### src/rtl/debouncer_multi.sv
// Multi-channel switch debouncer: per-channel 2FF sync, shared runtime threshold,
// rise/fall/long-press strobes and sticky event flags.
module debouncer_ch #(
  parameter int   CNT_W    = 16,
  parameter int   LONG_W   = 24,
  parameter int   LONG_CYC = 1000000,
  parameter logic RST_LVL  = 1'b0
) (
  input  logic             clk,
  input  logic             rst,
  input  logic             i_sig,
  input  logic [CNT_W-1:0] i_tm1,
  input  logic             i_event_clr,
  output logic             o_db,
  output logic             o_rise,
  output logic             o_fall,
  output logic             o_long,
  output logic             o_event
);
  localparam logic [LONG_W-1:0] LC    = LONG_W'(LONG_CYC);
  localparam logic [LONG_W-1:0] LC_M1 = LONG_W'(LONG_CYC - 1);

  logic              r_s1, r_s2, r_db, r_rise, r_fall, r_long, r_event;
  logic [CNT_W-1:0]  r_cnt;
  logic [LONG_W-1:0] r_lcnt;

  always_ff @(posedge clk or posedge rst) begin
    if (rst) begin
      r_s1 <= RST_LVL;
      r_s2 <= RST_LVL;
    end else begin
      r_s1 <= i_sig;
      r_s2 <= r_s1;
    end
  end

  // ">=" rather than "==" so a threshold lowered mid-count takes effect at once
  always_ff @(posedge clk or posedge rst) begin
    if (rst) begin
      r_db   <= RST_LVL;
      r_cnt  <= '0;
      r_rise <= 1'b0;
      r_fall <= 1'b0;
    end else begin
      r_rise <= 1'b0;
      r_fall <= 1'b0;
      if (r_s2 == r_db) begin
        r_cnt <= '0;
      end else if (r_cnt >= i_tm1) begin
        r_db   <= r_s2;
        r_cnt  <= '0;
        r_rise <= r_s2;
        r_fall <= ~r_s2;
      end else begin
        r_cnt <= r_cnt + 1'b1;
      end
    end
  end

  // Saturating at LC gives a single pulse per press; a low level re-arms it
  always_ff @(posedge clk or posedge rst) begin
    if (rst) begin
      r_lcnt <= '0;
      r_long <= 1'b0;
    end else if (!r_db) begin
      r_lcnt <= '0;
      r_long <= 1'b0;
    end else if (r_lcnt != LC) begin
      r_lcnt <= r_lcnt + 1'b1;
      r_long <= (r_lcnt == LC_M1);
    end else begin
      r_long <= 1'b0;
    end
  end

  always_ff @(posedge clk or posedge rst) begin
    if (rst)                  r_event <= 1'b0;
    else if (r_rise | r_fall) r_event <= 1'b1;
    else if (i_event_clr)     r_event <= 1'b0;
  end

  assign o_db    = r_db;
  assign o_rise  = r_rise;
  assign o_fall  = r_fall;
  assign o_long  = r_long;
  assign o_event = r_event;
endmodule

module debouncer_multi #(
  parameter int   N_CH     = 4,
  parameter int   CNT_W    = 16,
  parameter int   LONG_W   = 24,
  parameter int   LONG_CYC = 1000000,
  parameter logic RST_LVL  = 1'b0
) (
  input  logic             clk,
  input  logic             rst,
  input  logic [N_CH-1:0]  i_sig,
  input  logic [CNT_W-1:0] i_thresh,
  input  logic [N_CH-1:0]  i_event_clr,
  output logic [N_CH-1:0]  o_sig_debounced,
  output logic [N_CH-1:0]  o_rise,
  output logic [N_CH-1:0]  o_fall,
  output logic [N_CH-1:0]  o_long,
  output logic [N_CH-1:0]  o_event
);
  // Threshold 0 behaves as 1; channels compare against T-1
  logic [CNT_W-1:0] w_tm1;
  assign w_tm1 = (i_thresh == '0) ? '0 : i_thresh - 1'b1;

  for (genvar g = 0; g < N_CH; g++) begin : g_ch
    debouncer_ch #(
      .CNT_W(CNT_W), .LONG_W(LONG_W), .LONG_CYC(LONG_CYC), .RST_LVL(RST_LVL)
    ) u_ch (
      .clk        (clk),
      .rst        (rst),
      .i_sig      (i_sig[g]),
      .i_tm1      (w_tm1),
      .i_event_clr(i_event_clr[g]),
      .o_db       (o_sig_debounced[g]),
      .o_rise     (o_rise[g]),
      .o_fall     (o_fall[g]),
      .o_long     (o_long[g]),
      .o_event    (o_event[g])
    );
  end
endmodule

### config.mk
export PLATFORM = sky130hd
export DESIGN_NAME = debouncer_multi
export DESIGN_NICKNAME = d
export VERILOG_FILES = /design/src/rtl/debouncer_multi.sv
export SDC_FILE = /design/constraint.sdc
export NUM_CORES = 1
export LEC_CHECK = 0
export CORE_ASPECT_RATIO = 0.9
export CORE_MARGIN = 5
export CORE_UTILIZATION = 61
export DETAILED_ROUTE_END_ITERATION = 6
export PLACE_DENSITY = 0.76
export SLEW_MARGIN = 20
export SYNTH_ARGS = -nofsm -noshare
export SYNTH_HDL_FRONTEND = slang
export SYNTH_SLANG_ARGS = --single-unit
### constraint.sdc
create_clock -name clk -period 9.2 [get_ports clk]
set_clock_uncertainty 0.05 [all_clocks]
set_input_delay 2.3 -clock clk [delete_from_list [all_inputs] [get_ports clk]]
set_output_delay 2.3 -clock clk [all_outputs]
set_load 0.03 [all_outputs]
**After elaboration in Yosys (flattened, before gate mapping)**

Cells that the tools add are included.

- Flip-flop bits (word level): 188
- Bits in latches: 0
- Bits in writable memories: 0
- Bits in read-only memories: 0
- Input bits: 26
- Output and inout bits: 20
- Logic and storage cells: 135
- Memories kept: 0

- Add/sub/neg operators: 9
- Multiply operators: 0
- Divide/modulo/power cells: 0
- $lt $le $gt $ge: 4
- Equal/unequal tests: 16
- Shifts and indexed selects: 0
- Mux-type cells: 49
- Bitwise logic cells: 12
- Reductions and logical operators: 9

Operator list:

| operator | number |
|---|---|
| two-way mux 24 bit | 8 |
| two-way mux 16 bit | 9 |
| adder 24 x 1 -> 24 bit (second input constant) | 4 |
| equality test 24 x 20 -> 1 bit (second input constant) | 4 |
| inequality test 24 x 20 -> 1 bit (second input constant) | 4 |
| adder 16 x 1 -> 16 bit (second input constant) | 4 |
| greater-or-equal comparator 16 bit | 4 |
| two-way mux 1 bit | 32 |
| logical NOT 16 bit | 1 |
| subtractor 16 x 1 -> 16 bit (second input constant) | 1 |
| inequality test 2 bit (second input constant) | 4 |
| inverter 1 bit | 8 |
| AND reduction 2 bit | 4 |
| nonzero test 2 bit | 4 |
| equality test 1 bit | 4 |
| bitwise OR 1 bit | 4 |

**Longest topological paths before layout**

Gate-level depths: netlist (run 1).

- Depth after elaboration: 5
- Depth in mapped cells: 13
- Gate-level depth less buffers: 12

**Hierarchy**

Synthesis (run 1) repeated with hierarchy kept, for this count alone.

- Cell total of the unflattened synthesis: 1144
- Area total of the unflattened synthesis: 11054.4 µm²

By module, submodules not included:

| module | times used | cells an instance | area each (µm²) |
|---|---|---|---|
| debouncer_ch (g_ch[0].u_ch ...) | 3 | 272 | 2651.3 |
| debouncer_ch (g_ch[1].u_ch) | 1 | 271 | 2695.1 |
| debouncer_multi | 1 | 57 | 405.4 |

**Worst setup path before layout (run 1)**

Ideal clock, no wire load.

- Kind: input to register
- Start: input port i_thresh[7]
- End: register g_ch[2].u_ch.r_cnt[10]
- Setup time: 132 ps
- Data arrival time: 5670 ps
- Data required time: 9018 ps
- Path slack: 3348 ps
- Stages on the path: 12
- Buffers on the path: 1
- Cells stage by stage: or4_4 > or4b_4 > or3_1 > nor3_2 > a21oi_1 > ha_1 > nand4_1 > nor3_1 > or4b_2 > nand4_1 > clkbuf_1 > nor2_1

- Word-level cells in the longest chain between the ends: 5

Ends and longest elaborated chain:

| element | RTL line | RTL |
|---|---|---|
| start, declared | 99 | `input logic [CNT_W-1:0] i_thresh,` |
| subtractor 16 x 1 -> 16 bit or logical NOT 16 bit (tied branches) | 109 | `assign w_tm1 = (i_thresh == '0) ? '0 : i_thresh - 1'b1;` |
| two-way mux 16 bit (*) | 109 |  |
| greater-or-equal comparator 16 bit (*) | 49 | `end else if (r_cnt >= i_tm1) begin` |
| two-way mux 16 bit (*) | 49 |  |
| two-way mux 16 bit (*) | 47 | `if (r_s2 == r_db) begin` |
| end signal, assigned | 55 | `r_cnt <= r_cnt + 1'b1;` |
| end, declared | 24 | `logic [CNT_W-1:0] r_cnt;` |

Mark *: on every way between the ends. The rest lies on a longest branch, timed or not.
A chain may end at the register's enable or synchronous reset.

**Worst setup path after layout (run 1)**

- Start: input port i_thresh[7]
- End: register g_ch[3].u_ch.r_cnt[7]

- Word-level cells in the longest chain between the ends: 5

Ends and longest elaborated chain:

| element | RTL line |
|---|---|
| subtractor 16 x 1 -> 16 bit or logical NOT 16 bit (tied branches) | 109 |
| two-way mux 16 bit (*) | 109 |
| greater-or-equal comparator 16 bit (*) | 49 |
| two-way mux 16 bit (*) | 49 |
| two-way mux 16 bit (*) | 47 |
| end signal, assigned | 55 |
| end, declared | 24 |

Marked as above.

==> impl.org, run 1 <==
** Synth
- Syn Nets :: 1204
- Most instantiated cells after synthesis :: sky130_fd_sc_hd__dfrtp_1 (188), sky130_fd_sc_hd__nor2_1 (129), sky130_fd_sc_hd__xnor2_1 (86), sky130_fd_sc_hd__ha_1 (78), sky130_fd_sc_hd__nand2_1 (78)
- After synthesis, the share of flip-flops with an asynchronous set or reset is 100.0%.
- Synthesis Warnings :: 0
- Synth area leader :: sky130_fd_sc_hd__dfrtp_1
- Portion of the post-synthesis area used by sequential elements :: 44.15%
- After synthesis, the netlist uses 47 different library cells.
- By area the synthesized netlist is led by sky130_fd_sc_hd__dfrtp_1 (44%), sky130_fd_sc_hd__ha_1 (9.2%), sky130_fd_sc_hd__xnor2_1 (7.1%).
- Count of flip-flops with a built-in enable after synthesis :: 0
- Mapped cell area :: 10660 sq um
- Number of instances in the synthesized netlist :: 1100
- After synthesis, the mean cell area works out to 9.687 sq um.
- Most numerous cell in the Yosys netlist :: sky130_fd_sc_hd__dfrtp_1
- Most frequently used flop master after synthesis :: sky130_fd_sc_hd__dfrtp_1
- Number of synthesized register bits :: 188
- Area fraction of the dominant cell type after synthesis :: 44.15%

** Power and ir drop
- Share of total power consumed by net switching :: 23.08%
- Largest voltage drop on the vdd net :: 123.2 uV
- The clock network is responsible for 44.3% of the overall power.
- Cell-internal power :: 0.001283 W
- Registers are responsible for 50.4% of the overall power.
- In this run the power spent charging and discharging nets is 0.0003849 W.
- Cell Pwr Density :: 141.4 nW/um^2
- Static leakage :: 5.271 nW
- Power share of the combinational group :: 5.3%

** Clocking
- The number of clock buffers added by TritonCTS is 17.
- Hold-fix buffers, CTS :: 0
- Number of post-CTS setup repair buffers :: 0
- H-tree depth :: 4
- TritonCTS built the clock tree.
- The longest clock path from root to sink contains 2 buffers.
- After clock tree synthesis, the clock-pin slew on the worst setup and hold paths is 0.07 ns.
- The cell sitting at the root of the clock tree is a sky130_fd_sc_hd__clkbuf_16.
- Source-to-sink clock delay at the later pin of the worst-skew pair :: 0.44 ns
- The tree built by TritonCTS fans out to 188 sinks.
- Post-CTS repair changed the size of 0 cells.

** Floorplanning
- The floorplan step set the die width to 149.3 um.
- For this design the top-level I/O count stands at 46.
- The core region is 17000 sq um.
- Row cnt :: 45
- Effective utilization at floorplan :: 62.66%
- From bottom edge to top edge, the die measures 135.4 um.
- Die ar. :: 20220 sq um

** Detailed routing
- Number of detailed-routing iterations run before antenna repair :: 5
- DRC :: 0
- WL per Instance :: 15.46 um
- Detailed routing inserted a total of 7769 vias.
- Routed wire length :: 21210 um
- After the first detailed-routing iteration, the DRC count stood at 496.
- Dividing the detail-routed via count by the number of cells gives 5.663.
- Number of nets still failing antenna checks after routing :: 0

** Timing
- Final-report max-slew violation count :: 0
- Setup slack closes at 2.757 ns.
- Total negative slack :: 0 ns
- Final Hold Vio Count :: 0
- Headroom to the max-slew limit :: 38.23%
- For the pin with the worst max-slew slack, the measured transition is 0.9181 ns.
- Number of setup violations in the final report :: 0
- Fmax :: 155.2 MHz
- Time the worst path needs with I/O delays and setup :: 6.443 ns
- Final Cycle Share :: 70.03%
- Setup repair after global routing left no endpoint under its margin.

** Placement
- Cell area after placement :: 11190 sq um
- Prior to clock tree synthesis, the placed netlist has a worst setup slack of 2.343 ns.
- Detailed placement ended at an HPWL of 14730 um.
- Number of instances in the placed design :: 1340
- Buffers added on ports :: 45
- At the end of routability-driven placement, the weighted congestion stood at 0.9290.

** Final layout
- Layout area overhead :: 10.69%
- Share of cells above drive strength 1 :: 3.870%
- The number of antenna diodes in the final layout is 0.
- The multi-input combinational cells in the finished layout cover a total of 5602 sq um.
- Registers take 4705 sq um.
- At the end of the flow, the number of nets in the layout was 1228.
- Filler cell count in the final layout :: 1323
- Post-route standard cell area excluding fillers :: 11790 sq um
- The finished layout holds 1372 standard cells, fillers aside.
- Share of the core filled with cells :: 69.36%

** Setup path
- Required arrival time at the worst endpoint :: 9.49 ns
- STA classifies the critical path startpoint as an input pin.
- The worst setup path is captured at a register.
- The setup path with the least slack is of type in -> reg.
- For the worst setup path, the data arrival time is 6.73 ns.
- CP Max Fanout :: 16

** GRT
- The number of global-route vias before repair came to 7205.
- Global routing used 21.76% of the available tracks.
- Wire length of the first global-routing pass :: 35540 um
- Entering global routing, the biggest net connects 109 pins.
- Residual overflow from global routing :: 0
- Number of antenna violations at the first check in global routing :: 0

** Job
- Maximum capacitance violations :: 0

** Min path
- In this run the worst hold path is classified as reg -> reg.

** Status
- Result of the run :: finished, final reports clean
critical path, cell delays in order:
cell,delay (ns)
sky130_fd_sc_hd__clkdlybuf4s50_1,0.48
sky130_fd_sc_hd__or4_4,0.60
sky130_fd_sc_hd__or4b_4,0.56
sky130_fd_sc_hd__or3_1,0.36
sky130_fd_sc_hd__a21oi_1,0.41
sky130_fd_sc_hd__ha_1,0.34
sky130_fd_sc_hd__nand4_1,0.13
sky130_fd_sc_hd__nor2_1,0.06
sky130_fd_sc_hd__a2111oi_0,0.56
sky130_fd_sc_hd__nand4_1,0.63
sky130_fd_sc_hd__nor2_1,0.29
power by group through the flow:
| stage | clock network [W] | logic, W | registers [W] |
|---|---|---|---|
| 2_1_floorplan | 0 | 0.0000550 | 0.000853 |
| 3_3_place_gp | 0 | 0.0000858 | 0.000855 |
| 3_5_place_dp | 0 | 0.0000882 | 0.000855 |
| 4_1_cts | 0.000757 | 0.0000898 | 0.000840 |
| 5_1_grt | 0.000791 | 0.000102 | 0.000840 |
| 6_report | 0.000739 | 0.0000886 | 0.000840 |
final cells by class:
| class | instances | share of cell area [%] |
|---|---|---|
| Multi-Input combinational cell | 839 | 47.50 |
| Clock inverter | 11 | 1.156 |
| Clock buffer | 21 | 3.904 |
| Timing Repair Buffer | 48 | 4.042 |
| Sequential cell | 188 | 39.89 |
| Inverter | 30 | 1.018 |
| Tap cell | 235 | 2.493 |
metal layers:
metal,share of wire (%),track usage (%),routed length (um)
met5,0,0,0
met4,1.4,6.151,290
met3,3.8,4.082,815
met1,49,31.99,10300
met2,46,33.22,9804
cells by family (layout without fill, tap and decap cells):
kind of cell    count (synthesis)  after routing  synth area share [%]
fa+ha+maj                      78             78                 9.159
compound gates                 68             68                 3.805
mux                             9              9                0.8924
buf+inv                        73            110                 3.276
xor+xnor                      155            155                 12.74
flops                         188            188                 44.15
simple gates                  529            529                 25.97
stage by stage:
| step | power, W | hold WS, ns |
|---|---|---|
| floorplan | 0.0009082 | 0.2812 |
| global placement | 0.0009411 | 0.2851 |
| detailed placement | 0.0009436 | 0.2855 |
| CTS | 0.001687 | 0.3024 |
| global route | 0.001733 | 0.3132 |
| finish | 0.001668 | 0.3010 |
flip-flops by register name, indices dropped and copies added (netlist names):
signal / cells
g_ch.u_ch.o_fall: 4
g_ch.u_ch.o_long: 4
g_ch.u_ch.r_s2: 4
g_ch.u_ch.o_db: 4
g_ch.u_ch.o_event: 4
g_ch.u_ch.r_cnt: 64
g_ch.u_ch.o_rise: 4
g_ch.u_ch.r_lcnt: 96
g_ch.u_ch.r_s1: 4
cells in the final DEF (no fill, tap or decap), drive strengths merged, types with 5 or more instances in the layout:
master         Yosys  layout
a21oi             26      26
dfrtp            188     188
nand4             50      50
xor2              69      69
nor4              18      18
inv               30      32
and3              26      26
nand3             72      72
ha                78      78
and2              64      64
nor3b              6       6
and3b              6       6
o21ai             17      17
and4               9       9
nor3              29      29
mux2i              5       5
nor2b             10      10
nand3b             5       5
clkinv             0       5
clkbuf            23      21
nand2b             7       7
nor4b              5       5
nand2             78      78
nor2             129     129
or3                7       7
clkdlybuf4s50      0      45
xnor2             86      86
worst paths after layout:
path | slack, ns | from | depth (start not counted) | endpoint
setup / recovery | 2.76 | i_thresh[7] | 11 | g_ch[3].u_ch.r_cnt[7]
hold / removal | 0.30 | g_ch[3].u_ch.r_s1 | 0 | g_ch[3].u_ch.r_s2
setup reg to reg | 6.43 | g_ch[3].u_ch.r_cnt[13] | 6 | g_ch[3].u_ch.r_cnt[7]
hold reg to reg | 0.30 | g_ch[3].u_ch.r_s1 | 0 | g_ch[3].u_ch.r_s2
max in group asynchronous | 5.58 | rst | 3 | g_ch[1].u_ch.r_lcnt[15]
min in group asynchronous | 2.37 | rst | 2 | g_ch[1].u_ch.r_lcnt[3]
(Power assumes the default switching activity.)
==> inputs of run 2 (changes only) <==
- CORE_UTILIZATION: 61 -> 55
- PLACE_DENSITY: 0.76 -> 0.72
- clock period: 9.2 -> 5.9 ns (I/O delays scaled with it)
==> impl.org, run 2 (synthesis gave the netlist of run 1 again) <==
** Timing
- Derived from the worst setup path, the maximum achievable clock frequency is 188.9 MHz.
- Of the available clock period, the critical path in the final layout requires 89.74%.
- The number of failing hold endpoints at the final stage was 0 (unchanged).
- The smallest clock period supported by the final layout is computed as 5.295 ns.
- Hold Slack :: 0.2983 ns (was 0.3010 ns)
- Final-report max-slew violation count :: 0 (unchanged)
- The worst slew slack as a fraction of its limit came to 34.14% (was 38.23%).
- The slew of the pin with the lowest slew margin was 0.9804 ns (was 0.9181 ns).
- The final-report setup violation count is 0 (unchanged).
- Total negative slack :: 0 ns (unchanged)
- The worst path setup slack after routing came to 0.6054 ns (was 2.757 ns).
- Setup repair after global routing missed its margin: no (unchanged).

** Power and ir drop
- Cell Pwr Density :: 227.8 nW/um^2 (was 141.4 nW/um^2)
- The maximum VDD drop came to 186.7 uV (was 123.2 uV).
- The leakage power of the design was 5.320 nW (was 5.271 nW).

** Final layout
- The antenna diode count came to 0 (unchanged).
- Largest registers ranked by flip-flop count :: g_ch.u_ch.r_lcnt: 96 flops, g_ch.u_ch.r_cnt: 64 flops (unchanged)
- Register containing the most flip-flops in the final layout :: g_ch.u_ch.r_lcnt (unchanged)
- The final net count came to 1233 (was 1228).
- Layout area overhead :: 11.70% (was 10.69%)
- Share of cells above drive strength 1 :: 4.294% (was 3.870%)
- Leading cell types in the layout, fill and taps excluded: sky130_fd_sc_hd__dfrtp_1 (188), sky130_fd_sc_hd__nor2_1 (129), sky130_fd_sc_hd__xnor2_1 (86) (unchanged).
- Post-route standard cell area excluding fillers :: 11900 sq um (was 11790 sq um)
- Max reg flops :: 96 (unchanged)
- The number of fill cells in the layout was 1598 (was 1323).
- Most common cell after layout, fill and taps aside :: sky130_fd_sc_hd__dfrtp_1 (unchanged)

** Detailed routing
- The number of routed nets with antenna violations was 0 (unchanged).
- The per-cell routed wire length came to 14.82 um (was 15.46 um).
- The number of DRC markers after the initial detailed-route iteration came to 499 (was 496).
- Count of vias placed by the detailed router :: 7611 (was 7769)
- Number of detailed-routing iterations run before antenna repair :: 5 (unchanged)
- DRC :: 0 (unchanged)
- The total wire length after detailed routing was 20620 um (was 21210 um).
- The via density per instance is 5.472 (was 5.663).

** Status
- Result of the run: finished, final reports clean (unchanged).

** Clocking
- The number of buffers inserted during clock tree synthesis is 17 (unchanged).
- The clock tree from TritonCTS is done (unchanged).
- H-tree depth :: 4 (unchanged)
- Hold-fix buffers, CTS :: 0 (unchanged)
- The clock input transition at the sequential cells of the worst setup and hold paths came to 0.07 ns (about the same).
- CTS Root Buffer Type :: sky130_fd_sc_hd__clkbuf_16 (unchanged)
- The clock latency at the later pin of the worst-skew pair came to 0.44 ns (about the same).
- Number of post-CTS setup repair buffers :: 0 (unchanged)
- The count of instances resized after the clock tree is built was 0 (unchanged).
- Clock tree buffer depth :: 2 (unchanged)
- The count of clock tree sinks is 188 (unchanged).

** GRT
- Number of antenna violations at the first check in global routing :: 0 (unchanged)
- The total global routing track utilization was 19.67% (was 21.76%).
- The number of global-route vias before repair was 7368 (was 7205).
- The first-pass GRT wire length came to 35710 um (was 35540 um).
- Residual overflow from global routing :: 0 (unchanged)
- Maximum number of pins on one net before global-route repair :: 158 (was 109)

** Placement
- Cell area after placement :: 11260 sq um (was 11190 sq um)
- Final weighted congestion of routability-driven global placement :: 0.8578 (was 0.9290)
- The count of input and output buffers came to 45 (unchanged).
- The pre-CTS setup slack came to 0.2195 ns (was 2.343 ns).
- The placed wire-length estimate after detailed placement is 14000 um (was 14730 um).

** Setup path
- The largest stage delay on the critical path is 0.57 ns (was 0.63 ns).
- The worst path required time is 6.17 ns (was 9.49 ns).
- The worst-path maximum fanout was 5 (was 16).
- The kind of start point of the critical path is an input pin (unchanged).
- The endpoint arrival time on the critical path is 5.56 ns (was 6.73 ns).
- The kind of critical path was in -> reg (unchanged).
- Cells traversed along the worst timing path :: clkdlybuf4s50_1, or4_4, or4b_4, or3_1, a21oi_1, ha_1, nand4_1, nor2_1, a2111oi_0, buf_4, and3_1, mux2_2 (was clkdlybuf4s50_1, or4_4, or4b_4, or3_1, a21oi_1, ha_1, nand4_1, nor2_1, a2111oi_0, nand4_1, nor2_1)
- Count of buffer and inverter cells on the critical path :: 2 (was 1)
- The family of cells with the greatest summed delay on the critical path is simple AND/OR/NAND/NOR gates (unchanged).
- Slowest CP cell :: sky130_fd_sc_hd__or4_4 (was sky130_fd_sc_hd__nand4_1)
- The critical path endpoint category is a register (unchanged).

** Floorplanning
- The number of cell rows was 48 (was 45).
- Core area :: 19100 sq um (was 17000 sq um)
- The area enclosed by the die boundary is 22260 sq um (was 20220 sq um).
- Effective utilization at floorplan :: 55.79% (was 62.66%)
- Chip height :: 142.0 um (was 135.4 um)
- Die outline width :: 156.7 um (was 149.3 um)
- Number of top-level pins :: 46 (unchanged)

** Job
- The max capacitance violation total came to 0 (unchanged).

** Min path
- The class of the tightest hold or removal check was reg -> reg (unchanged).
==> run 2: cell types whose count changed in the layout (fill, tap and decap cells not counted), moves of 2 or more <==
cell / delta
sky130_fd_sc_hd__buf_4: +5
sky130_fd_sc_hd__bufinv_16: +2
sky130_fd_sc_hd__clkinv_2: -2
sky130_fd_sc_hd__inv_6: +3
==> run 2: final cells by class <==
cell class	count	area, sq um	share of cell area [%]
sequential	188	4705	39.53
inverter	30	116.4	0.9777
clock inverter	10	172.7	1.451
timing repair buffer	53	523.0	4.394
clock buffer	21	470.5	3.953
tap	250	312.8	2.628
multi-input combinational	839	5602	47.07
==> run 2: path summary, 6_finish.rpt <==
check                                  startpoint                      to  slack, ns  cells past startpoint
max                                   i_thresh[5]       g_ch[3].u_ch.o_db       0.61                     12
min                             g_ch[0].u_ch.r_s1       g_ch[0].u_ch.r_s2       0.30                      0
max reg2reg                g_ch[3].u_ch.r_cnt[13]       g_ch[3].u_ch.o_db       3.43                      7
min reg2reg                     g_ch[0].u_ch.r_s1       g_ch[0].u_ch.r_s2       0.30                      0
max in group asynchronous                     rst  g_ch[0].u_ch.r_cnt[15]       3.05                      3
min in group asynchronous                     rst  g_ch[1].u_ch.r_lcnt[1]       1.44                      2
==> run 2: per-stage QoR <==
step | instances | utilization [%] | total power [W]
global route | 1391 | 62.32 | 0.002812
global placement | 1360 | 58.95 | 0.001471
floorplan | 1100 | - | 0.001417
CTS | 1391 | 62.32 | 0.002742
finish | 1391 | 62.32 | 0.002711
detailed placement | 1360 | 58.95 | 0.001475
==> run 2: where the power goes <==
| group | switching [W] | leakage (nW) | internal [W] |
|---|---|---|---|
| registers | 0.0000109 | 2.60 | 0.00130 |
| clock network | 0.000512 | 0.316 | 0.000750 |
| logic | 0.0000886 | 2.41 | 0.0000520 |
==> run 2: routing by layer <==
metal	up-vias	wire length (um)	GRT usage, %	share of wire [%]
li1	3836	-	-	-
met1	3656	10120	27.72	49
met2	101	9717	31.91	47
met3	18	558	3.284	2.7
met4	0	227	5.068	1.1
met5	-	0	0	0
==> run 2: worst reg2reg max path, stage by stage (launching register included) <==
cell,delay [ns]
sky130_fd_sc_hd__dfrtp_1,0.43
sky130_fd_sc_hd__ha_1,0.33
sky130_fd_sc_hd__a21o_1,0.18
sky130_fd_sc_hd__a21o_1,0.17
sky130_fd_sc_hd__a2111oi_0,0.46
sky130_fd_sc_hd__buf_4,0.19
sky130_fd_sc_hd__and3_1,0.20
sky130_fd_sc_hd__mux2_2,0.34
==> inputs of run 3 (changes only) <==
- MAX_ROUTING_LAYER: unset -> met4
- SETUP_SLACK_MARGIN: unset -> 0.15
==> impl.org, run 3 (synthesis gave the netlist of run 1 again) <==
** Floorplanning
- Row cnt :: 48 (unchanged)
- Chip height :: 142.0 um (unchanged)
- Die outline width :: 156.7 um (unchanged)
- The total core area is 19100 sq um (unchanged).
- Number of top-level pins :: 46 (unchanged)
- Effective utilization at floorplan :: 55.79% (unchanged)
- Die ar. :: 22260 sq um (unchanged)

** Clocking
- The number of buffers inserted during clock tree synthesis was 17 (unchanged).
- Clock-pin transition on the worst setup and hold timing paths :: 0.07 ns (about the same)
- Hold-fix buffers, CTS :: 0 (unchanged)
- The post-CTS setup buffer count came to 0 (unchanged).
- H-tree depth :: 4 (unchanged)
- The count of clock tree sinks was 188 (unchanged).
- The count of instances resized after the clock tree is built came to 0 (unchanged).
- The clock tree from TritonCTS is done (unchanged).
- Clock tree buffer depth :: 2 (unchanged)
- Source-to-sink clock delay at the later pin of the worst-skew pair :: 0.44 ns (about the same)
- CTS Root Buffer Type :: sky130_fd_sc_hd__clkbuf_16 (unchanged)

** Setup path
- Kind of end point of the critical path :: register (unchanged)
- CP peak stage delay :: 0.57 ns (about the same)
- The library cell contributing the largest single delay on the critical path was sky130_fd_sc_hd__or4_4 (unchanged).
- Arr. time, crit path :: 5.54 ns (was 5.56 ns)
- CP Max Fanout :: 5 (unchanged)
- The kind of critical path was in -> reg (unchanged).
- The worst path required time came to 6.17 ns (about the same).
- CP Launch Type :: input pin (unchanged)
- Cells traversed along the worst timing path :: clkdlybuf4s50_1, or4_4, or4b_4, or3_1, a21oi_1, ha_1, nand4_1, nor2_1, a2111oi_0, buf_4, and3_1, mux2_2 (unchanged)

** Placement
- Buffers added on ports :: 45 (unchanged)
- Detailed Place HPWL :: 14000 um (unchanged)
- The total placed instance area is 11260 sq um (unchanged).
- The global placer's final weighted congestion came to 0.8716 (was 0.8578).

** Power and ir drop
- Share of total power consumed by net switching :: 22.58% (was 22.55%)
- The clock group share of total power was 46.6% (was 46.5%).
- The power per cell area is 227.9 nW/um^2 (was 227.8 nW/um^2).
- Power share of the combinational group :: 5.2% (about the same)
- Largest voltage drop on the vdd net :: 186.6 uV (was 186.7 uV)
- The overall power after layout was 0.002712 W (was 0.002711 W).
- Switching component of the power :: 0.0006126 W (was 0.0006114 W)
- The part of the total power dissipated in sequential elements came to 48.2% (was 48.3%).
- The leakage power of the design is 5.320 nW (unchanged).
- The internal power is 0.002100 W (about the same).

** Status
- Result of the run :: finished, final reports clean (unchanged)

** Detailed routing
- Initial detailed-routing violation count :: 511 (was 499)
- Via density per instance :: 5.474 (was 5.472)
- The total wire length after detailed routing is 20640 um (was 20620 um).
- The total via count in the routed design is 7615 (was 7611).
- The per-cell routed wire length was 14.84 um (was 14.82 um).
- The number of search-and-repair iterations in the first detailed-routing pass came to 5 (unchanged).
- The number of DRC violations after detailed routing is 0 (unchanged).
- The number of routed nets with antenna violations came to 0 (unchanged).

** GRT
- The total congestion overflow was 0 (unchanged).
- Busiest layer in global routing :: met2 (unchanged)
- The met2 track demand over resource in global routing was 31.82% (was 31.91%).
- The total global routing track utilization is 20.33% (was 19.67%).
- Maximum number of pins on one net before global-route repair :: 158 (unchanged)
- The number of antenna violations at the first check in global routing was 0 (unchanged).
- Number of global-route vias before repair :: 7343 (was 7368)
- The met1 usage in global routing is 27.93% (was 27.72%).
- The global-route track usage on met3 was 3.284% (unchanged).
- The first-pass GRT wire length was 35760 um (was 35710 um).

** Final layout
- The antenna diode count was 0 (unchanged).
- Post-route standard cell area excluding fillers :: 11900 sq um (unchanged)
- Leading cell types in the layout, fill and taps excluded: sky130_fd_sc_hd__dfrtp_1 (188), sky130_fd_sc_hd__nor2_1 (129), sky130_fd_sc_hd__xnor2_1 (86) (unchanged).
- The final net count is 1233 (unchanged).
- Share of the core filled with cells :: 62.32% (unchanged)
- Layout area overhead :: 11.70% (unchanged)
- Register containing the most flip-flops in the final layout :: g_ch.u_ch.r_lcnt (unchanged)
- Share of cells above drive strength 1 :: 4.294% (unchanged)
- Largest registers ranked by flip-flop count :: g_ch.u_ch.r_lcnt: 96 flops, g_ch.u_ch.r_cnt: 64 flops (unchanged)
- The most frequent standard cell in the layout excluding fill and tap cells was sky130_fd_sc_hd__dfrtp_1 (unchanged).
- The number of flip-flops in the largest register is 96 (unchanged).

** Min path
- Type of the most critical hold path :: reg -> reg (unchanged)

** Timing
- The period utilization is 89.35% (was 89.74%).
- The slew of the pin with the lowest slew margin was 0.9857 ns (was 0.9804 ns).
- The final-report setup violation count came to 0 (unchanged).
- Headroom to the max-slew limit :: 33.78% (was 34.14%)
- The sum of negative setup slack is 0 ns (unchanged).
- The top achievable clock speed was 189.7 MHz (was 188.9 MHz).
- Time the worst path needs with I/O delays and setup :: 5.272 ns (was 5.295 ns)
- Setup repair after global routing missed its margin :: no (unchanged)
- Final Hold Vio Count :: 0 (unchanged)
- Final-report max-slew violation count :: 0 (unchanged)

** Job
- The max capacitance violation total is 0 (unchanged).
run 3: cell counts in the layout (fill, tap and decap cells not counted):
Identical to the previous run, type by type.
run 3: worst paths after layout:
path / start / end / slack [ns] / cells past startpoint
hold / removal: g_ch[0].u_ch.r_s1 / g_ch[0].u_ch.r_s2 / 0.30 / 0
max in group asynchronous: rst / g_ch[0].u_ch.r_cnt[15] / 3.07 / 3
setup reg to reg: g_ch[3].u_ch.r_cnt[13] / g_ch[3].u_ch.o_db / 3.43 / 7
setup / recovery: i_thresh[5] / g_ch[3].u_ch.o_db / 0.63 / 12
hold reg to reg: g_ch[0].u_ch.r_s1 / g_ch[0].u_ch.r_s2 / 0.30 / 0
min in group asynchronous: rst / g_ch[1].u_ch.r_lcnt[1] / 1.44 / 2
run 3: power by group through the flow:
stage	Clock, W	Sequential (W)	Combinational, W
after global routing	0.00134	0.00131	0.000162
after CTS	0.00129	0.00131	0.000143
final	0.00126	0.00131	0.000141
after global placement	0	0.00133	0.000138
after detailed placement	0	0.00133	0.000142
after floorplan	0	0.00133	0.0000859
run 3: cell type report:
type                            instances  area [sq um]
Timing Repair Buffer                   53         523.0
Inverter                               30         116.4
Sequential cell                       188          4705
Clock buffer                           21         470.5
Multi-Input combinational cell        839          5602
Clock inverter                         10         172.7
Fill cell                            1598          7197
Tap cell                              250         312.8
run 3: critical path, delay by kind of cell:
kind | cells | cell delay, ns
multiplexers | 1 | 0.34
AO/OA/AOI/OAI | 2 | 0.83
buffers and inverters | 2 | 0.67
AND/OR/NAND/NOR | 6 | 1.89
adder cells (fa/ha/maj) | 1 | 0.33
run 3: layer usage:
metal	vias up	wire, um
met2	97	9674
met4	0	225
met5	-	0
li1	3837	-
met1	3663	10150
met3	18	594
run 3: per-stage QoR:
stage	cells	hold WS (ns)	worst slack, ns
global route	1391	0.3164	0.4772
global placement	1360	0.2840	0.2386
detailed placement	1360	0.2858	0.2195
floorplan	1100	0.2812	0.8729
CTS	1391	0.3009	0.6675
finish	1391	0.2983	0.6283
==> edit 1 (settings of run 1) <==
Put a register stage on the output `o_rise`, without a reset. The value now appears one clock later. The other outputs are not delayed to match.
--- a/src/rtl/debouncer_multi.sv
+++ b/src/rtl/debouncer_multi.sv
@@ -106,2 +106,4 @@
 );
+
+  logic [N_CH-1:0] o_rise_d;
   // Threshold 0 behaves as 1; channels compare against T-1
@@ -120,3 +122,3 @@
       .o_db       (o_sig_debounced[g]),
-      .o_rise     (o_rise[g]),
+      .o_rise     (o_rise_d[g]),
       .o_fall     (o_fall[g]),
@@ -126,2 +128,6 @@
   end
+  always_ff @(posedge clk) begin
+      o_rise <= o_rise_d;
+  end
+
 endmodule
Formal check against the unedited RTL: not equivalent (a bounded check fails within 4 cycles, from zero or initial values and one cycle with rst high).
==> edit 1 against run 1 <==
Die area rose by 3.7%; power is 3.5% higher; setup slack gained 0.66 ns; synthesized cell count is 0.82% higher; non-clock buffer count fell by 1; first-iteration DRC count increased by 6.9%; sequential cell count grew 4; final cell count rose by 1.2%; wire length rose by 0.75%; clock power grew 5.4%; synthesized area grew 4.0%; design area up 3.7%; via count increased by 0.62%; largest cell class unchanged.
==> edit 1: results (changes against run 1) <==
Outcome
  • Outcome: finished clean

Detailed routing
  • Initial drt markers: 530 (+6.9%)
  • Via count: 7817 (+0.62%)
  • Mean routed wirelength per cell: 15.4 um (-0.41%)
  • Final wirelength: 21400 um (+0.75%)

Global routing
  • Total track usage: 21.0% (-0.75 points)
  • Largest net degree at the start of global routing: 112 (+2.8%)
  • Vias in the first global route: 7371 (+2.3%)
  • First-pass GRT wire length: 36300 um (+2.0%)

Power and ir drop
  • Leakage: 5.53 nW (+4.8%)
  • Worst VDD drop: 0.111 mV (-9.7%)

Placement
  • DP Wirelength: 14800 um (+0.25%)
  • Placed Area: 11600 sq um (+3.8%)
  • Pre-CTS setup slack: 3.05 ns (+0.703 ns)
  • Placed Cells: 1356 (+1.2%)
  • Placer Congestion: 0.899 (-3.3%)

CTS
  • Reg clk slew, reported paths: 0.07 ns (about the same)
  • H-tree depth: 4 (unchanged)
  • Post-CTS Resized: 0 (unchanged)
  • Post-CTS Repair Setup Buffers: 0 (unchanged)

Yosys
  • Synth top cells by count: dfrtp_1 (188), nor2_1 (107), xor2_1 (82), ha_1 (78), nand3_1 (78)
  • Most used DFF post-synth: dfrtp_1
  • Register area share after synthesis: 43.2% (-0.97 points)
  • Syn Area/Cell: 9.99 sq um (+3.1%)
  • Library cells used by synthesis: 62 (+32%)
  • Asr flop ratio synth: 97.9% (-2.1 points)
  • Area contributors post-synth: dfrtp_1 (42%), ha_1 (8.8%), xor2_1 (6.5%), xnor2_1 (5.2%), and2_1 (3.7%)

Timing
  • Final Cycle Share: 62.9% (-7.2 points)
  • Rel. slew slack: 32.0% (-6.2 points)

Finish
  • Fin nets: 1239 (+0.90%)
  • Fillers: 1399 (+5.7%)
  • Ratio of cells with drive above 1 in the final layout: 7.40% (+3.5 points)

Worst setup path
  • CP endpoint: g_ch[3].u_ch.r_cnt[4]
  • Crit path DAT: 6.08 ns (-0.65 ns)
  • R2R Setup Slk: 6.81 ns (+0.38 ns)
  • FF-to-FF Start: g_ch[3].u_ch.r_cnt[1]
  • Crit path from: i_thresh[5]
==> edit 1: cell count changes in the layout (fill, tap and decap cells not counted), sizes merged, moves of 4 or more <==
cell | run 1 | this run
a21boi | 1 | 9
nand3 | 72 | 79
inv | 32 | 41
nor4 | 18 | 32
o21ai | 17 | 27
clkinv | 5 | 1
dfxtp | 0 | 4
xnor2 | 86 | 66
nand2 | 78 | 74
xor2 | 69 | 82
nor2 | 129 | 116
nand4 | 50 | 36
==> edit 1: power breakdown <==
part,switching (mW),internal [mW]
clock,0.336,0.443
combinational,0.0579,0.0326
sequential,0.00771,0.849
total,0.402,1.33
==> edit 1: how the worst min path moves through the flow <==
stage	start	end	slack, ns
after floorplan	g_ch[0].u_ch.r_s1	g_ch[0].u_ch.r_s2	0.28
after global placement	g_ch[3].u_ch.r_s1	g_ch[3].u_ch.r_s2	0.28
after detailed placement	g_ch[1].u_ch.r_s1	g_ch[1].u_ch.r_s2	0.28
after CTS	g_ch[3].u_ch.r_s1	g_ch[3].u_ch.r_s2	0.31
after global routing	g_ch[1].u_ch.r_s1	g_ch[1].u_ch.r_s2	0.31
final	g_ch[1].u_ch.r_s1	g_ch[1].u_ch.r_s2	0.31
==> edit 1: cell type report <==
class / count / area [sq um] / share of cell area, %
clock inverters: 12 / 173 / 1.41
repair buffers: 47 / 465 / 3.80
flip-flops and latches: 192 / 4780 / 39.1
clock buffers: 20 / 447 / 3.65
inverters: 36 / 143 / 1.17
multi-input cells: 841 / 5920 / 48.4
well taps: 240 / 300 / 2.45
==> edit 1: worst max-delay path: stages <==
cell,delay (ns)
clkdlybuf4s50_1,0.49
or4_4,0.53
nor2_4,0.18
nand3_1,0.37
nand2b_1,0.38
ha_1,0.30
nor2b_1,0.14
o211a_1,0.20
o311ai_1,0.41
nand4_2,0.53
nor2_1,0.24
==> edit 1: kinds of logic (layout without fill, tap and decap cells) <==
| logic type | after synthesis | count (layout) | synth area share (%) |
|---|---|---|---|
| AO/OA/AOI/OAI | 86 | 86 | 4.69 |
| XOR/XNOR | 148 | 148 | 11.7 |
| adder cells (fa/ha/maj) | 78 | 78 | 8.81 |
| buffers and inverters | 76 | 115 | 3.38 |
| flip-flops | 192 | 192 | 43.2 |
| multiplexers | 9 | 9 | 0.858 |
| AND/OR/NAND/NOR | 520 | 520 | 27.4 |
==> edit 1: routing by layer <==
metal / wire length, um / global-route usage [%] / vias up / share of wire (%)
li1: - / - / 3901 / -
met1: 10300 / 30.5 / 3735 / 48
met2: 9770 / 32.5 / 152 / 46
met3: 867 / 3.87 / 29 / 4.1
met4: 386 / 6.49 / 0 / 1.8
met5: 0 / 0 / - / 0
==> edit 2 (settings of run 1) <==
Without the edit above. `RST_LVL` is set to 1'b0 in 2 places; all go to 1'b1.
--- a/src/rtl/debouncer_multi.sv
+++ b/src/rtl/debouncer_multi.sv
@@ -6,3 +6,3 @@
   parameter int   LONG_CYC = 1000000,
-  parameter logic RST_LVL  = 1'b0
+  parameter logic RST_LVL  = 1'b1
 ) (
@@ -93,3 +93,3 @@
   parameter int   LONG_CYC = 1000000,
-  parameter logic RST_LVL  = 1'b0
+  parameter logic RST_LVL  = 1'b1
 ) (
Function: changed (a bounded check fails within 4 cycles, from zero or initial values and one cycle with rst high).
==> edit 2 against run 1 <==
Setup slack better by 0.031 ns; synthesized cell count is the same; wire length decreased by 2.4%; sequential cell count unchanged; first-iteration DRC count decreased by 12%; design area is 0.15% lower; maximum frequency grew 0.48%; global-route usage fell by 0.075 points; sequential power about the same; power decreased by 1.2%; combinational power shrank 2%; largest cell class unchanged; synthesized area rose by 0.14%.
==> edit 2: results (changes against run 1) <==
Global routing
  • Met2 usage: 34.7% (+1.4 points)
  • Largest net degree at the start of global routing: 126 (+16%)
  • Total track usage: 21.7% (-0.075 points)
  • Vias in the first global route: 7472 (+3.7%)
  • Met1 Usage GRT: 30.8% (-1.2 points)
  • Initial antenna violation count: 0 (unchanged)
  • Global-route met3 utilization: 3.98% (-0.10 points)
  • First-pass GRT wire length: 35900 um (+1.0%)

Yosys
  • Synth Warn #: 0 (unchanged)
  • Register area share after synthesis: 44.2% (+0.079 points)
  • Synth top cells by count: dfrtp_1 (176), nor2_1 (129), xnor2_1 (86), ha_1 (78), nand2_1 (78)
  • Most used DFF post-synth: dfrtp_1
  • Library cells used by synthesis: 48 (+2.1%)
  • Asr flop ratio synth: 100% (unchanged)
  • Syn Nets: 1204 (unchanged)
  • Area contributors post-synth: dfrtp_1 (41%), ha_1 (9.1%), xnor2_1 (7.1%), xor2_1 (5.7%), nor2_1 (4.5%)

Power and ir drop
  • Sequential power: 0.842 mW (about the same)
  • Worst VDD drop: 0.121 mV (-1.4%)
  • Leakage: 5.24 nW (-0.64%)
  • Clock distribution power: 0.718 mW (-2.8%)
  • Internal power: 1.26 mW (-1.6%)

Worst setup path
  • CP max stage delay: 0.66 ns (+0.03 ns)
  • Crit path capture type: flop
  • Max FO, Critical Path: 16 (unchanged)
  • Crit path DAT: 6.71 ns (-0.02 ns)
  • Family with the most delay on the worst path: simple AND/OR/NAND/NOR gates
  • Slowest stage cell, crit path: nand4_1
  • Cells on worst reg2reg path: 6 (unchanged)
  • R2R Setup Slk: 6.43 ns (about the same)
  • Crit Path Category: in -> reg
  • Crit path from: i_thresh[5]
  • Reg2reg end: g_ch[3].u_ch.r_cnt[2]

Finish
  • Ant diodes: 0 (unchanged)
  • Largest regs: g_ch.u_ch.r_lcnt x96, g_ch.u_ch.r_cnt x64
  • Ratio of cells with drive above 1 in the final layout: 5.02% (+1.1 points)

Detailed routing
  • Final wirelength: 20700 um (-2.4%)
  • Metal3 WL: 751 um (-7.9%)
  • Drt via density: 5.58 (-1.4%)
  • Wire length on met1: 9960 um (-3.2%)
  • Highest routed layer: met4
  • Routed wl met2: 9750 um (-0.58%)
  • Initial drt markers: 438 (-12%)
  • Drt pass-1 iters: 5 (unchanged)

Worst hold path
  • Worst Hold Endpoint: g_ch[0].u_ch.r_s2
  • Worst min path class: reg -> reg
  • Hold path startpoint: g_ch[0].u_ch.r_s1

CTS
  • Reg clk slew, reported paths: 0.07 ns (about the same)
  • CTS max path bufs: 2 (unchanged)
  • H-tree depth: 4 (unchanged)
  • Total CTS buffers: 17 (unchanged)
  • Post-CTS Resized: 0 (unchanged)
  • Post-CTS Repair Setup Buffers: 0 (unchanged)
  • CTS root buf: clkbuf_16

Placement
  • Placer Congestion: 0.873 (-6.1%)
  • Port Buffers: 45 (unchanged)
  • DP Wirelength: 14300 um (-2.6%)

Outcome
  • Outcome: finished clean

Timing
  • Rel. slew slack: 37.2% (-1.0 points)
edit 2: stage by stage:
| step | hold WS (ns) | worst slack [ns] | std cells | total power [mW] |
|---|---|---|---|---|
| finish | 0.306 | 2.79 | 1371 | 1.65 |
| detailed placement | 0.299 | 2.41 | 1339 | 0.944 |
| global route | 0.307 | 2.46 | 1371 | 1.72 |
| global placement | 0.295 | 2.58 | 1339 | 0.942 |
| floorplan | 0.295 | 1.76 | 1100 | 0.910 |
| CTS | 0.306 | 2.86 | 1371 | 1.67 |
edit 2: final cells by class:
type	instances	area (sq um)
multi-input cells	839	5600
clock inverters	12	109
well taps	235	294
flip-flops and latches	188	4720
inverters	30	120
clock buffers	20	467
fillers	1352	5230
repair buffers	47	465
edit 2: kinds of logic after synthesis:
group,after synthesis,share of synthesized area (%)
simple gates,529,25.9
xor+xnor,155,12.7
compound gates,68,3.80
flops,188,44.2
mux,9,0.891
fa+ha+maj,78,9.15
buf+inv,73,3.27
